### src/rtl/product_accumulator_pkg.sv
// rtl/product_accumulator_pkg.sv - shared state encoding and default widths
// Imported by the interface, the adder and the top.
package product_accumulator_pkg;

  typedef enum logic [1:0] {
    IDLE  = 2'd0,
    ACCUM = 2'd1,
    DONE  = 2'd2
  } state_e;

  localparam int PROD_W_DEF = 16;
  localparam int ACC_W_DEF  = 20;
  localparam int COUNT_DEF  = 8;
  // Wide enough for COUNT up to 255.
  localparam int CNT_W      = 8;

endpackage

### src/rtl/product_accumulator_if.sv
// rtl/product_accumulator_if.sv - product input and frame-total output handshakes
// master drives products and consumes totals; slave is the accumulator.
interface product_accumulator_if
  import product_accumulator_pkg::*;
#(
  parameter int PROD_W = PROD_W_DEF,
  parameter int ACC_W  = ACC_W_DEF
) ();

  logic              in_valid;
  logic              in_ready;
  logic [PROD_W-1:0] prod_in;
  logic              out_valid;
  logic              out_ready;
  logic [ACC_W-1:0]  acc_out;
  logic              overflow;

  modport master (
    output in_valid, prod_in, out_ready,
    input  in_ready, out_valid, acc_out, overflow
  );

  modport slave (
    input  in_valid, prod_in, out_ready,
    output in_ready, out_valid, acc_out, overflow
  );

endinterface

### src/rtl/product_accumulator_acc_adder.sv
// rtl/product_accumulator_acc_adder.sv - ACC_W+1-bit accumulate adder with carry-out
// SATURATE_EN: clamp to all-ones on carry or once the frame has already overflowed.
module acc_adder
  import product_accumulator_pkg::*;
#(
  parameter int PROD_W = PROD_W_DEF,
  parameter int ACC_W  = ACC_W_DEF
) (
  input  logic [ACC_W-1:0]  a_i,
  input  logic [PROD_W-1:0] b_i,
  input  logic              sat_i,
  output logic [ACC_W-1:0]  sum_o,
  output logic              carry_o
);

  logic [ACC_W:0] full;

  assign full    = {1'b0, a_i} + (ACC_W + 1)'(b_i);
  assign carry_o = full[ACC_W];

`ifdef SATURATE_EN
  assign sum_o = (carry_o || sat_i) ? '1 : full[ACC_W-1:0];
`else
  logic unused_sat;
  assign unused_sat = sat_i;
  assign sum_o      = full[ACC_W-1:0];
`endif

endmodule

### src/rtl/product_accumulator.sv
// rtl/product_accumulator.sv - sums COUNT products per frame and holds the total until taken
// Result wraps by default; SATURATE_EN selects clamping (see acc_adder).
module product_accumulator
  import product_accumulator_pkg::*;
#(
  parameter int PROD_W = PROD_W_DEF,
  parameter int ACC_W  = ACC_W_DEF,
  parameter int COUNT  = COUNT_DEF
) (
  input  logic                  clk,
  input  logic                  rst_n,
  input  logic                  clear,
  product_accumulator_if.slave  bus
);

  state_e           state_q, state_d;
  logic [CNT_W-1:0] cnt_q, cnt_d;
  logic [ACC_W-1:0] acc_q, acc_d;
  logic             ovf_q, ovf_d;
  logic             in_ready_q;
  logic [ACC_W-1:0] add_a, sum;
  logic             add_sat, carry, accept;

  assign accept  = bus.in_valid && in_ready_q;
  // The first product of a frame is added to zero so IDLE and ACCUM share one adder.
  assign add_a   = (state_q == IDLE) ? '0 : acc_q;
  assign add_sat = (state_q == IDLE) ? 1'b0 : ovf_q;

  acc_adder #(
    .PROD_W (PROD_W),
    .ACC_W  (ACC_W)
  ) u_acc_adder (
    .a_i     (add_a),
    .b_i     (bus.prod_in),
    .sat_i   (add_sat),
    .sum_o   (sum),
    .carry_o (carry)
  );

  always_comb begin
    state_d = state_q;
    cnt_d   = cnt_q;
    acc_d   = acc_q;
    ovf_d   = ovf_q;
    if (clear) begin
      state_d = IDLE;
      cnt_d   = '0;
      acc_d   = '0;
      ovf_d   = 1'b0;
    end else begin
      case (state_q)
        IDLE: begin
          if (accept) begin
            acc_d   = sum;
            ovf_d   = carry;
            cnt_d   = CNT_W'(1);
            state_d = ACCUM;
          end
        end
        ACCUM: begin
          if (accept) begin
            acc_d = sum;
            ovf_d = ovf_q | carry;
            cnt_d = cnt_q + CNT_W'(1);
            if (cnt_q == CNT_W'(COUNT - 1)) begin
              state_d = DONE;
            end
          end
        end
        DONE: begin
          if (bus.out_ready) begin
            state_d = IDLE;
          end
        end
        default: state_d = IDLE;
      endcase
    end
  end

  // in_ready is registered from the next state so it stays low through reset.
  always_ff @(posedge clk) begin
    if (!rst_n) begin
      state_q    <= IDLE;
      cnt_q      <= '0;
      acc_q      <= '0;
      ovf_q      <= 1'b0;
      in_ready_q <= 1'b0;
    end else begin
      state_q    <= state_d;
      cnt_q      <= cnt_d;
      acc_q      <= acc_d;
      ovf_q      <= ovf_d;
      in_ready_q <= (state_d != DONE);
    end
  end

  assign bus.in_ready  = in_ready_q;
  assign bus.out_valid = (state_q == DONE);
  assign bus.acc_out   = acc_q;
  assign bus.overflow  = ovf_q;

endmodule
### src/flat_wrapper.sv
// flat-port wrapper written by rule: the top's interface ports become plain ports
module product_accumulator_flat import product_accumulator_pkg::*;
#(
  parameter int PROD_W = PROD_W_DEF,
  parameter int ACC_W  = ACC_W_DEF,
  parameter int COUNT  = COUNT_DEF
)
  (clk, rst_n, clear, bus_in_valid, bus_prod_in, bus_out_ready, bus_in_ready, bus_out_valid, bus_acc_out, bus_overflow);
  product_accumulator_if #(.PROD_W(PROD_W), .ACC_W(ACC_W)) bus_i ();
  input  logic clk;
  input  logic rst_n;
  input  logic clear;
  input wire logic [$bits(bus_i.in_valid)-1:0] bus_in_valid;
  input wire logic [$bits(bus_i.prod_in)-1:0] bus_prod_in;
  input wire logic [$bits(bus_i.out_ready)-1:0] bus_out_ready;
  output wire logic [$bits(bus_i.in_ready)-1:0] bus_in_ready;
  output wire logic [$bits(bus_i.out_valid)-1:0] bus_out_valid;
  output wire logic [$bits(bus_i.acc_out)-1:0] bus_acc_out;
  output wire logic [$bits(bus_i.overflow)-1:0] bus_overflow;
  assign bus_i.in_valid = bus_in_valid;
  assign bus_i.prod_in = bus_prod_in;
  assign bus_i.out_ready = bus_out_ready;
  assign bus_in_ready = bus_i.in_ready;
  assign bus_out_valid = bus_i.out_valid;
  assign bus_acc_out = bus_i.acc_out;
  assign bus_overflow = bus_i.overflow;
  product_accumulator #(.PROD_W(PROD_W), .ACC_W(ACC_W), .COUNT(COUNT)) u_core (.clk(clk), .rst_n(rst_n), .clear(clear), .bus(bus_i));
endmodule
### config.mk
export PLATFORM = sky130hd
export DESIGN_NAME = product_accumulator_flat
export DESIGN_NICKNAME = d
export VERILOG_FILES = /design/src/rtl/product_accumulator_pkg.sv /design/src/rtl/product_accumulator_if.sv /design/src/rtl/product_accumulator_acc_adder.sv /design/src/rtl/product_accumulator.sv /design/src/flat_wrapper.sv
export SDC_FILE = /design/constraint.sdc
export NUM_CORES = 1
export LEC_CHECK = 0
export ABC_AREA = 1
export ABC_CLOCK_PERIOD_IN_PS = 5800
export CAP_MARGIN = 10
export CORE_MARGIN = 5
export CORE_UTILIZATION = 30
export DETAILED_ROUTE_END_ITERATION = 10
export PLACE_DENSITY_LB_ADDON = 0.1
export REMOVE_ABC_BUFFERS = 1
export SKIP_CTS_REPAIR_TIMING = 1
export SLEW_MARGIN = 20
export SYNTH_ARGS = -nofsm -noshare
export SYNTH_HDL_FRONTEND = slang
export SYNTH_SLANG_ARGS = --single-unit
### constraint.sdc
create_clock -name clk -period 5.8 [get_ports clk]
set_input_delay 1.16 -clock clk [delete_from_list [all_inputs] [get_ports clk]]
set_output_delay 1.16 -clock clk [all_outputs]
set_load 0.1 [all_outputs]
==> impl_metrics.py <==
metrics = {
    "worst_setup_path": {
        "rrSetupSlack_ns": 3.20,
        "rr_worst_depth": 12,
        "reg2reg_from": "u_core.state_q[0]",
        "path_max_fanout": 28,
        "start_kind": "input pin",
        "cp_data_arrival_time_ns": 3.53,
        "critPathKind": "input pin to flip-flop",
        "r2r_end": "u_core.bus.overflow",
        "cp.required_ns": 5.95,
        "endpoint_kind": "flip-flop",
    },
    "clock_network": {
        "clockBufferDepth": 2,
        "cts_buffers": 5,
        "cts_sinks": 32,
        "cts_tree": "built",
        "clockRootBuffer": "clkbuf_8",
        "htreeDepth": 2,
        "clkTransAtPathRegs_ns": 0.07,
        "clkLatencyLatePin_ns": 0.30,
    },
    "sta": {
        "layout_min_cycle_time_ns": 3.378,
        "fmax_mhz": 296.1,
        "hold_viol": 0,
        "fin_tns_setup_ns": 0,
        "finalSetupViolCount": 0,
        "fin_worst_skew_ns": 0.009627,
        "slew_violations": 0,
        "slew_headroom": 0.3418,
        "worstMarginPinSlew_ns": 0.9843,
        "fin_crit_sh": 0.5823,
        "rsz0062_at_grt": "false",
    },
    "global_routing": {
        "grt_start_max_net_pins": 29,
        "grt_pass1_wl_mm": 11.75,
        "track_usage": 0.1460,
        "grt_overflow": 0,
        "grt_antenna_before_repair": 0,
        "grt_pass1_vias": 2479,
    },
    "synth": {
        "synth_area_leader_cell": "dfxtp_1",
        "synth_warnings": 0,
        "ys_seq_area_frac": 0.2594,
        "syn_avg_cell_area_um2": 5.966,
        "synth-main-ff-cell": "dfxtp_1",
        "synth.top_cell.area_share": 0.2594,
        "syn_area_um2": 2470,
        "synth_area_leaders": "dfxtp_1 (26%), nand2_1 (16%), inv_1 (11%)",
        "syn_inst": 414,
        "ys_types": 28,
        "synthArstFlopShare": 0,
        "synth_seq_cells": 32,
        "synth-edff-count": 0,
    },
    "routing": {
        "first_pass_iters": 4,
        "drc": 0,
        "vias": 2563,
        "detail_route.wl_per_cell_um": 12.23,
        "routed_wl_mm": 6.900,
        "vias_per_cell": 4.544,
        "drt_iter0_markers": 73,
        "route.antenna.remaining_nets": 0,
    },
    "hold_path": {
        "hold_path_end": "u_core.bus.overflow",
        "holdPathStages": 2,
        "worstHoldStart": "u_core.bus.overflow",
        "hp-class": "flip-flop to flip-flop",
    },
    "die": {
        "fp.dieH_um": 100.7,
        "dieArea_um2": 10150,
        "start_util": 0.3036,
        "io_pins": 44,
        "core_region_area_um2": 8134,
        "die_w_um": 100.7,
        "fp-row-count": 33,
    },
    "layout": {
        "n_antenna_cell": 0,
        "area_delta_synth_final_pct": 26.14,
        "nNetsFinal": 497,
        "post_route_cells_drive_above_1_share": 0.03268,
        "stdcell_count": 564,
        "fill_cells": 888,
        "fin_area_um2": 3115,
    },
    "placement": {
        "post-dp-hpwl_mm": 5.360,
        "port_buffers": 43,
        "place_congestion": 0.8391,
        "dpl_cell_area_um2": 3008,
        "place_inst": 556,
    },
    "power_and_ir_drop": {
        "ir_worst_vdd_uv": 77.07,
        "power.leakage_nw": 1.468,
        "powerDensity_nw_per_um2": 178.4,
    },
    "status": {
        "outcome": "completed",
    },
    "flow_run": {
        "maxCapViolCount": 0,
    },
}
-- how the worst max path moves through the flow --
stage / slack, ns / start / end
2_1_floorplan: 2.92 / u_core.state_q[1] / bus_out_valid
3_3_place_gp: 2.12 / bus_in_valid / u_core.bus.overflow
3_5_place_dp: 2.07 / bus_in_valid / u_core.cnt_q[6]
4_1_cts: 2.38 / bus_in_valid / u_core.cnt_q[6]
5_1_grt: 2.23 / bus_in_valid / u_core.bus.overflow
6_report: 2.42 / bus_in_valid / u_core.cnt_q[6]
-- synth_stat cells (2+ instances only) --
cell type and n:
nand2_1 105, inv_1 72, nor2_1 57, a21oi_1 37
nand3_1 33, dfxtp_1 32, ha_1 17, o21ai_0 15
nor3_1 6, xor2_1 6, buf_2 4, clkbuf_1 3
nor4_1 3, o21ai_1 3, clkinv_1 2, inv_2 2
nand4_1 2, nor2_4 2, nor3_2 2, nor3b_1 2
o21bai_1 2
-- worst max-delay path: stages --
cell,delay [ns]
clkdlybuf4s50_1,0.45
nand2_1,0.07
nor2_2,0.66
inv_2,0.44
o21ai_0,0.60
nor3_1,0.14
-- state kept, by name (all words and copies together) (netlist names) --
name,flops
u_core.bus.overflow,1
u_core.cnt_q,8
u_core.bus.acc_out,20
u_core.bus.in_ready,1
u_core.state_q,2
-- through the flow --
step / worst slack, ns / power (W) / utilization / hold WS, ns
floorplan: 2.916 / 0.0003012 / - / 0.4475
global placement: 2.123 / 0.0003370 / 0.3698 / 0.4569
detailed placement: 2.066 / 0.0003370 / 0.3698 / 0.4653
CTS: 2.378 / 0.0005670 / 0.3830 / 0.4766
global route: 2.232 / 0.0005826 / 0.3830 / 0.4959
finish: 2.422 / 0.0005559 / 0.3830 / 0.4707
-- cell families after synthesis --
kind of cell / count (synthesis) / share of synthesized area
simple gates: 214 / 0.3663
buf+inv: 83 / 0.1282
compound gates: 60 / 0.1272
flops: 32 / 0.2594
fa+ha+maj: 18 / 0.09422
xor+xnor: 7 / 0.02482
-- cells in the final DEF, fill, tap and decap left out, types with 2 or more instances in the layout --
cell type,n
nand2_1,105
nor2_4,2
clkbuf_8,5
nor3b_1,2
o21ai_0,15
inv_1,72
inv_2,2
a21oi_1,37
nand4_1,2
o21bai_1,2
nor3_2,2
nor3_1,6
ha_1,17
xor2_1,6
dfxtp_1,32
nor2_1,57
nand3_1,33
o21ai_1,3
nor4_1,3
clkdlybuf4s50_1,43
clkinv_1,2
-- final cells by class --
cell class | count | area (um^2) | share of cell area
flip-flops and latches | 32 | 640.6 | 0.2056
multi-input cells | 299 | 1513 | 0.4855
clock buffers | 6 | 72.57 | 0.02329
inverters | 76 | 285.3 | 0.09157
repair buffers | 44 | 437.9 | 0.1406
clock inverters | 2 | 35.03 | 0.01124
well taps | 105 | 131.4 | 0.04217
-- where the power goes --
part,switching [W],total (W),leakage [nW],internal (W)
Combinational,0.0000709,0.000104,1.15,0.0000332
Sequential,0.00000277,0.000227,0.260,0.000224
Clock,0.0000972,0.000225,0.0552,0.000128
-- per-layer routing --
layer  wire, um  global-route usage
met1       3202              0.1840
met2       3220              0.2451
met3        365             0.03114
met4        112             0.05078
met5          0                   0
No activity file was read; power rests on OpenSTA's default activity.
